<file path="src/rtl/player_motion_ctrl.sv">
// Player sprite motion: synchronised keys drive a speed-ramping mover that
// updates the sprite position once per frame at the start of vertical blanking.
module player_motion_ctrl #(
  parameter int H_ACTIVE    = 640,
  parameter int V_ACTIVE    = 480,
  parameter int SPRITE_W    = 16,
  parameter int SPRITE_H    = 16,
  parameter int START_X     = 312,
  parameter int START_Y     = 232,
  parameter int MAX_SPEED   = 4,
  parameter int RAMP_FRAMES = 4
) (
  input  logic       Master_Clock_In,
  input  logic       Reset_N_In,
  input  logic       Up,
  input  logic       Down,
  input  logic       Left,
  input  logic       Right,
  input  logic [9:0] Val_Row_In,
  input  logic [9:0] Val_Col_In,
  output logic [9:0] Pos_X_Out,
  output logic [9:0] Pos_Y_Out,
  output logic       Frame_Tick_Out,
  output logic       Moving_Out
);

  localparam int SW = $clog2(MAX_SPEED + 1);
  localparam int RW = $clog2(RAMP_FRAMES + 1);
  localparam logic signed [10:0] XMAX = 11'(H_ACTIVE - SPRITE_W);
  localparam logic signed [10:0] YMAX = 11'(V_ACTIVE - SPRITE_H);

  typedef enum logic [1:0] {REST, ACCEL, CRUISE} state_t;

  state_t          st, st_n;
  logic [SW-1:0]   spd, spd_n, spd_inc;
  logic [RW-1:0]   ramp, ramp_n;
  logic [3:0]      key_s1, key_s2;
  logic            cond_q, cond_p, rise;
  logic            u, d, l, r;
  logic            dx_pos, dx_neg, dy_pos, dy_neg, dir;
  logic signed [10:0] step, x_n, y_n, x_c, y_c;

  assign {u, d, l, r} = key_s2;
  assign dx_pos = r & ~l;
  assign dx_neg = l & ~r;
  assign dy_pos = d & ~u;
  assign dy_neg = u & ~d;
  assign dir    = dx_pos | dx_neg | dy_pos | dy_neg;
  assign rise   = cond_q & ~cond_p;
  assign spd_inc = spd + 1'b1;

  always_comb begin
    st_n   = st;
    spd_n  = spd;
    ramp_n = ramp;
    if (!dir) begin
      st_n   = REST;
      spd_n  = '0;
      ramp_n = '0;
    end else begin
      unique case (st)
        REST: begin
          spd_n  = SW'(1);
          ramp_n = '0;
          st_n   = (MAX_SPEED == 1) ? CRUISE : ACCEL;
        end
        ACCEL: begin
          if (ramp == RW'(RAMP_FRAMES - 1)) begin
            spd_n  = spd_inc;
            ramp_n = '0;
            if (spd_inc == SW'(MAX_SPEED)) st_n = CRUISE;
          end else begin
            ramp_n = ramp + 1'b1;
          end
        end
        CRUISE: spd_n = SW'(MAX_SPEED);
        default: begin
          st_n  = REST;
          spd_n = '0;
        end
      endcase
    end
  end

  // Signed 11-bit sum so a step past either edge clamps instead of wrapping
  always_comb begin
    step = 11'(spd_n);
    x_n  = $signed({1'b0, Pos_X_Out});
    y_n  = $signed({1'b0, Pos_Y_Out});
    if (dx_pos) x_n = x_n + step;
    if (dx_neg) x_n = x_n - step;
    if (dy_pos) y_n = y_n + step;
    if (dy_neg) y_n = y_n - step;
    x_c = x_n;
    y_c = y_n;
    if (x_n < 0) x_c = '0;
    else if (x_n > XMAX) x_c = XMAX;
    if (y_n < 0) y_c = '0;
    else if (y_n > YMAX) y_c = YMAX;
  end

  always_ff @(posedge Master_Clock_In or negedge Reset_N_In) begin
    if (!Reset_N_In) begin
      key_s1         <= '0;
      key_s2         <= '0;
      cond_q         <= 1'b0;
      cond_p         <= 1'b0;
      st             <= REST;
      spd            <= '0;
      ramp           <= '0;
      Pos_X_Out      <= 10'(START_X);
      Pos_Y_Out      <= 10'(START_Y);
      Frame_Tick_Out <= 1'b0;
      Moving_Out     <= 1'b0;
    end else begin
      key_s1         <= {Up, Down, Left, Right};
      key_s2         <= key_s1;
      cond_q         <= (Val_Row_In == 10'(V_ACTIVE)) &&
                        (Val_Col_In == 10'd0);
      cond_p         <= cond_q;
      Frame_Tick_Out <= rise;
      if (rise) begin
        st         <= st_n;
        spd        <= spd_n;
        ramp       <= ramp_n;
        Pos_X_Out  <= x_c[9:0];
        Pos_Y_Out  <= y_c[9:0];
        Moving_Out <= (st_n != REST);
      end
    end
  end

endmodule

</file>
<file path="config.mk">
export PLATFORM = sky130hd
export DESIGN_NAME = player_motion_ctrl
export DESIGN_NICKNAME = d
export VERILOG_FILES = /design/src/rtl/player_motion_ctrl.sv
export SDC_FILE = /design/constraint.sdc
export NUM_CORES = 1
export LEC_CHECK = 0
export CAP_MARGIN = 20
export CORE_MARGIN = 10
export CORE_UTILIZATION = 35
export DETAILED_ROUTE_END_ITERATION = 8
export PLACE_DENSITY = 0.65
export REMOVE_ABC_BUFFERS = 1
export SETUP_SLACK_MARGIN = 0.1
export SLEW_MARGIN = 30
export SYNTH_ARGS = -nofsm -noshare
export SYNTH_HDL_FRONTEND = slang
export SYNTH_SLANG_ARGS = --single-unit
</file>
<file path="constraint.sdc">
create_clock -name Master_Clock_In -period 9 [get_ports Master_Clock_In]
set_input_delay 1.8 -clock Master_Clock_In [delete_from_list [all_inputs] [get_ports Master_Clock_In]]
set_output_delay 1.8 -clock Master_Clock_In [all_outputs]
set_load 0.01 [all_outputs]
</file>
==> flow_metrics.env <==
export IMPL_outcome="finished, final reports clean"
export IMPL_clk_latency_ns=0.30
export IMPL_finalSetupViolations=0
export IMPL_skew_ns=0.00903
export IMPL_clockBufferDepth=2
export IMPL_hold_buffers=0
export IMPL_fin_cells=553
export IMPL_cts_tree="built"
export IMPL_first_iter_violations=264
export IMPL_hold_violations=0
export IMPL_async_flop_share=1.00
export IMPL_rsz0062_at_grt="false"
export IMPL_worstSetupStartpoint="ramp[0]"
export IMPL_io_buffers=47
export IMPL_whs_ns=0.352
export IMPL_period_share=0.591
export IMPL_cts_num_sinks=40
export IMPL_utilization=0.421
export IMPL_hold_depth=0
export IMPL_grt_pass1_vias=2926
export IMPL_via_count=3047
export IMPL_fin_nets=466
export IMPL_post_cts_resized=0
export IMPL_setup_worst_path_class="flop to flop"
export IMPL_root_buffer="clkbuf_8"
export IMPL_path_cells="ha_1 -> nor2b_1 -> xnor2_1 -> a211oi_1 -> ha_1 -> inv_1 -> fa_1 -> xnor2_1 -> mux2_2 -> ha_1 -> nand3b_1 -> nand3_1 -> and3_1 -> or3_1 -> a32o_1 -> a221o_1 -> a21o_1 -> o21ai_2"
export IMPL_grt_max_degree=41
export IMPL_maxCapViolCount=0
export IMPL_floorplan_die_area_sq_um=14200
export IMPL_layout_commonest_cell="clkdlybuf4s50_1"
export IMPL_hold_end="key_s2[1]"
export IMPL_critPathMaxFanout=7
export IMPL_crit_required_ns=9.23
export IMPL_worstMarginPinSlew_ns=0.802
export IMPL_met1_usage=0.152
export IMPL_synth_seq_cells=40
export IMPL_fin_tns_setup_ns=0
export IMPL_n_fill_cell=989
export IMPL_die_h_um=119
export IMPL_maxSlewViolCount=0
export IMPL_most_common_layout_cells="clkdlybuf4s50_1 (46), nand2_1 (42), dfrtp_1 (32), inv_1 (17), ha_1 (17)"
export IMPL_syn_inst=384
export IMPL_met3_usage=0.0179
export IMPL_antennaDiodeCount=0
export IMPL_reg2reg_from="ramp[0]"
export IMPL_syn_to_final_growth_pct=18.7
export IMPL_viasPerCell=5.51
export IMPL_synth_seq_area_share=0.294
export IMPL_r2r_slack_ns=3.68
export IMPL_worst_endpoint_arrival_ns=5.55
export IMPL_globalRouteOverflowTotal=0
export IMPL_die_w_um=119
export IMPL_coreArea_sq_um=9680
export IMPL_cts_setup_buffers=0
export IMPL_num_rows=36
export IMPL_peakVddDrop_uv=55.0
export IMPL_r2r_end="Pos_X_Out[2]"
export IMPL_hpwl_um=6700
export IMPL_met2_usage=0.204
export IMPL_yosys_warnings=0
export IMPL_min_path_type="flop to flop"
export IMPL_drc=0
export IMPL_crit_slowest_cell="a211oi_1"
export IMPL_end_kind="flop"
export IMPL_busiest_layer="met2"
export IMPL_worst_path_most_repeated_cell="ha_1"
export IMPL_total_power_mw=0.382
export IMPL_detail_route_first_pass_iterations=5
export IMPL_clk_pin_slew_worst_paths_ns=0.08
export IMPL_start_util=0.355
export IMPL_ff2ff_path_depth=18
export IMPL_yosys_most_used_dff="dfrtp_1"
export IMPL_power_leakage_nw=1.66
export IMPL_slew_headroom=0.463
export IMPL_syn_area_per_cell_sq_um=8.95
export IMPL_finalCriticalPeriod_ns=5.32
export IMPL_min_from="key_s1[1]"
export IMPL_wl_per_cell_um=15.6
export IMPL_totalWireLength_um=8640
export IMPL_cts_buffers=5
export IMPL_pin_count=48
export IMPL_crit_buf_inv=1
export IMPL_max_freq_mhz=188
export IMPL_ys_types=78
export IMPL_grt_usage=0.120
export IMPL_critPathTopFamily="compound AO/OA/AOI/OAI gates"
export IMPL_slowest_delay_ns=0.62
export IMPL_drive_gt1_frac=0.107
export IMPL_synth_edf_count=0
export IMPL_synth_area_sq_um=3440
export IMPL_grt_first_pass_wirelength_um=14600
export IMPL_htree_levels=2
export IMPL_cp_start_kind="flop"
export IMPL_grt_antenna_before_repair=0
export IMPL_place_inst=545
export IMPL_power_density_nw_per_um2=93.6
export IMPL_ant_nets=0
export IMPL_gp_congestion=0.877
-- logic make-up after synthesis --
kind of cell | count (synthesis) | share of synthesized area
AND/OR/NAND/NOR | 151 | 0.246
AO/OA/AOI/OAI | 96 | 0.220
flip-flops | 40 | 0.294
buffers and inverters | 37 | 0.0495
XOR/XNOR | 25 | 0.0637
adder cells (fa/ha/maj) | 21 | 0.0852
multiplexers | 14 | 0.0419
-- sequential cells by signal, indices dropped and copies added (netlist names) --
| register | flops |
|---|---|
| Frame_Tick_Out | 1 |
| spd | 3 |
| ramp | 3 |
| Pos_Y_Out | 10 |
| cond_p | 1 |
| Moving_Out | 1 |
| key_s1 | 4 |
| cond_q | 1 |
| key_s2 | 4 |
| Pos_X_Out | 10 |
| st | 2 |
-- through the flow --
step | setup slack, ns | area, sq um
CTS | 3.70 | 4080
detailed placement | 3.73 | 3970
global placement | 3.90 | 3970
global route | 3.24 | 4080
floorplan | 4.32 | 3330
finish | 3.68 | 4080
-- synthesized netlist by cell type (all sizes together), types with 8 or more instances --
master  count  area, sq um
nand3      14         70.1
xor2       10         87.6
xnor2      15          131
nor2       17         66.3
o21ai      16         91.3
dfstp       8          210
nor2b       9         58.8
a21o        8         60.1
nand2b     10         70.1
buf         9         63.8
nand2      42          158
ha         17          213
mux2i      11          110
nor3       10         65.1
inv        17         63.8
clkbuf     11         42.5
dfrtp      32          801
a21oi      14         70.1
o211ai      9         67.6
-- where the power goes --
part / switching [mW] / total [mW] / internal [mW]
Clock: 0.0633 / 0.146 / 0.0823
Sequential: 0.00162 / 0.183 / 0.182
Combinational: 0.0272 / 0.0531 / 0.0258
Total: 0.0922 / 0.382 / 0.290
-- worst register-to-register path, stage by stage (launching register included) --
cell      delay, ns
dfrtp_1        0.38
ha_1           0.18
nor2b_1        0.36
xnor2_1        0.11
a211oi_1       0.62
ha_1           0.38
inv_1          0.08
fa_1           0.45
xnor2_1        0.16
mux2_2         0.28
ha_1           0.33
nand3b_1       0.13
nand3_1        0.23
and3_1         0.26
or3_1          0.31
a32o_1         0.27
a221o_1        0.34
a21o_1         0.27
o21ai_2        0.13
-- worst max-delay path by stage --
stage / endpoint / slack, ns / cells past startpoint
6_report: Pos_X_Out[2] / 3.68 / 18
5_1_grt: Pos_Y_Out[8] / 3.24 / 17
4_1_cts: Pos_X_Out[2] / 3.70 / 18
3_5_place_dp: Pos_X_Out[0] / 3.73 / 18
3_3_place_gp: Pos_X_Out[0] / 3.90 / 18
2_1_floorplan: Pos_X_Out[0] / 4.32 / 18
-- area by class of cell --
class                   count  area, sq um  area share
repair buffers             48          475       0.117
clock buffers               6         72.6      0.0178
well taps                 133          166      0.0408
multi-input cells         307         2250       0.553
clock inverters             2         35.0     0.00859
flip-flops and latches     40         1010       0.248
inverters                  17         63.8      0.0156
-- routing by layer --
metal | up-vias | wire [um]
li1 | 1493 | -
met1 | 1474 | 4000
met2 | 69 | 4150
met3 | 11 | 357
met4 | 0 | 142
met5 | - | 0
Note: power is estimated with default switching activity, not from simulation.
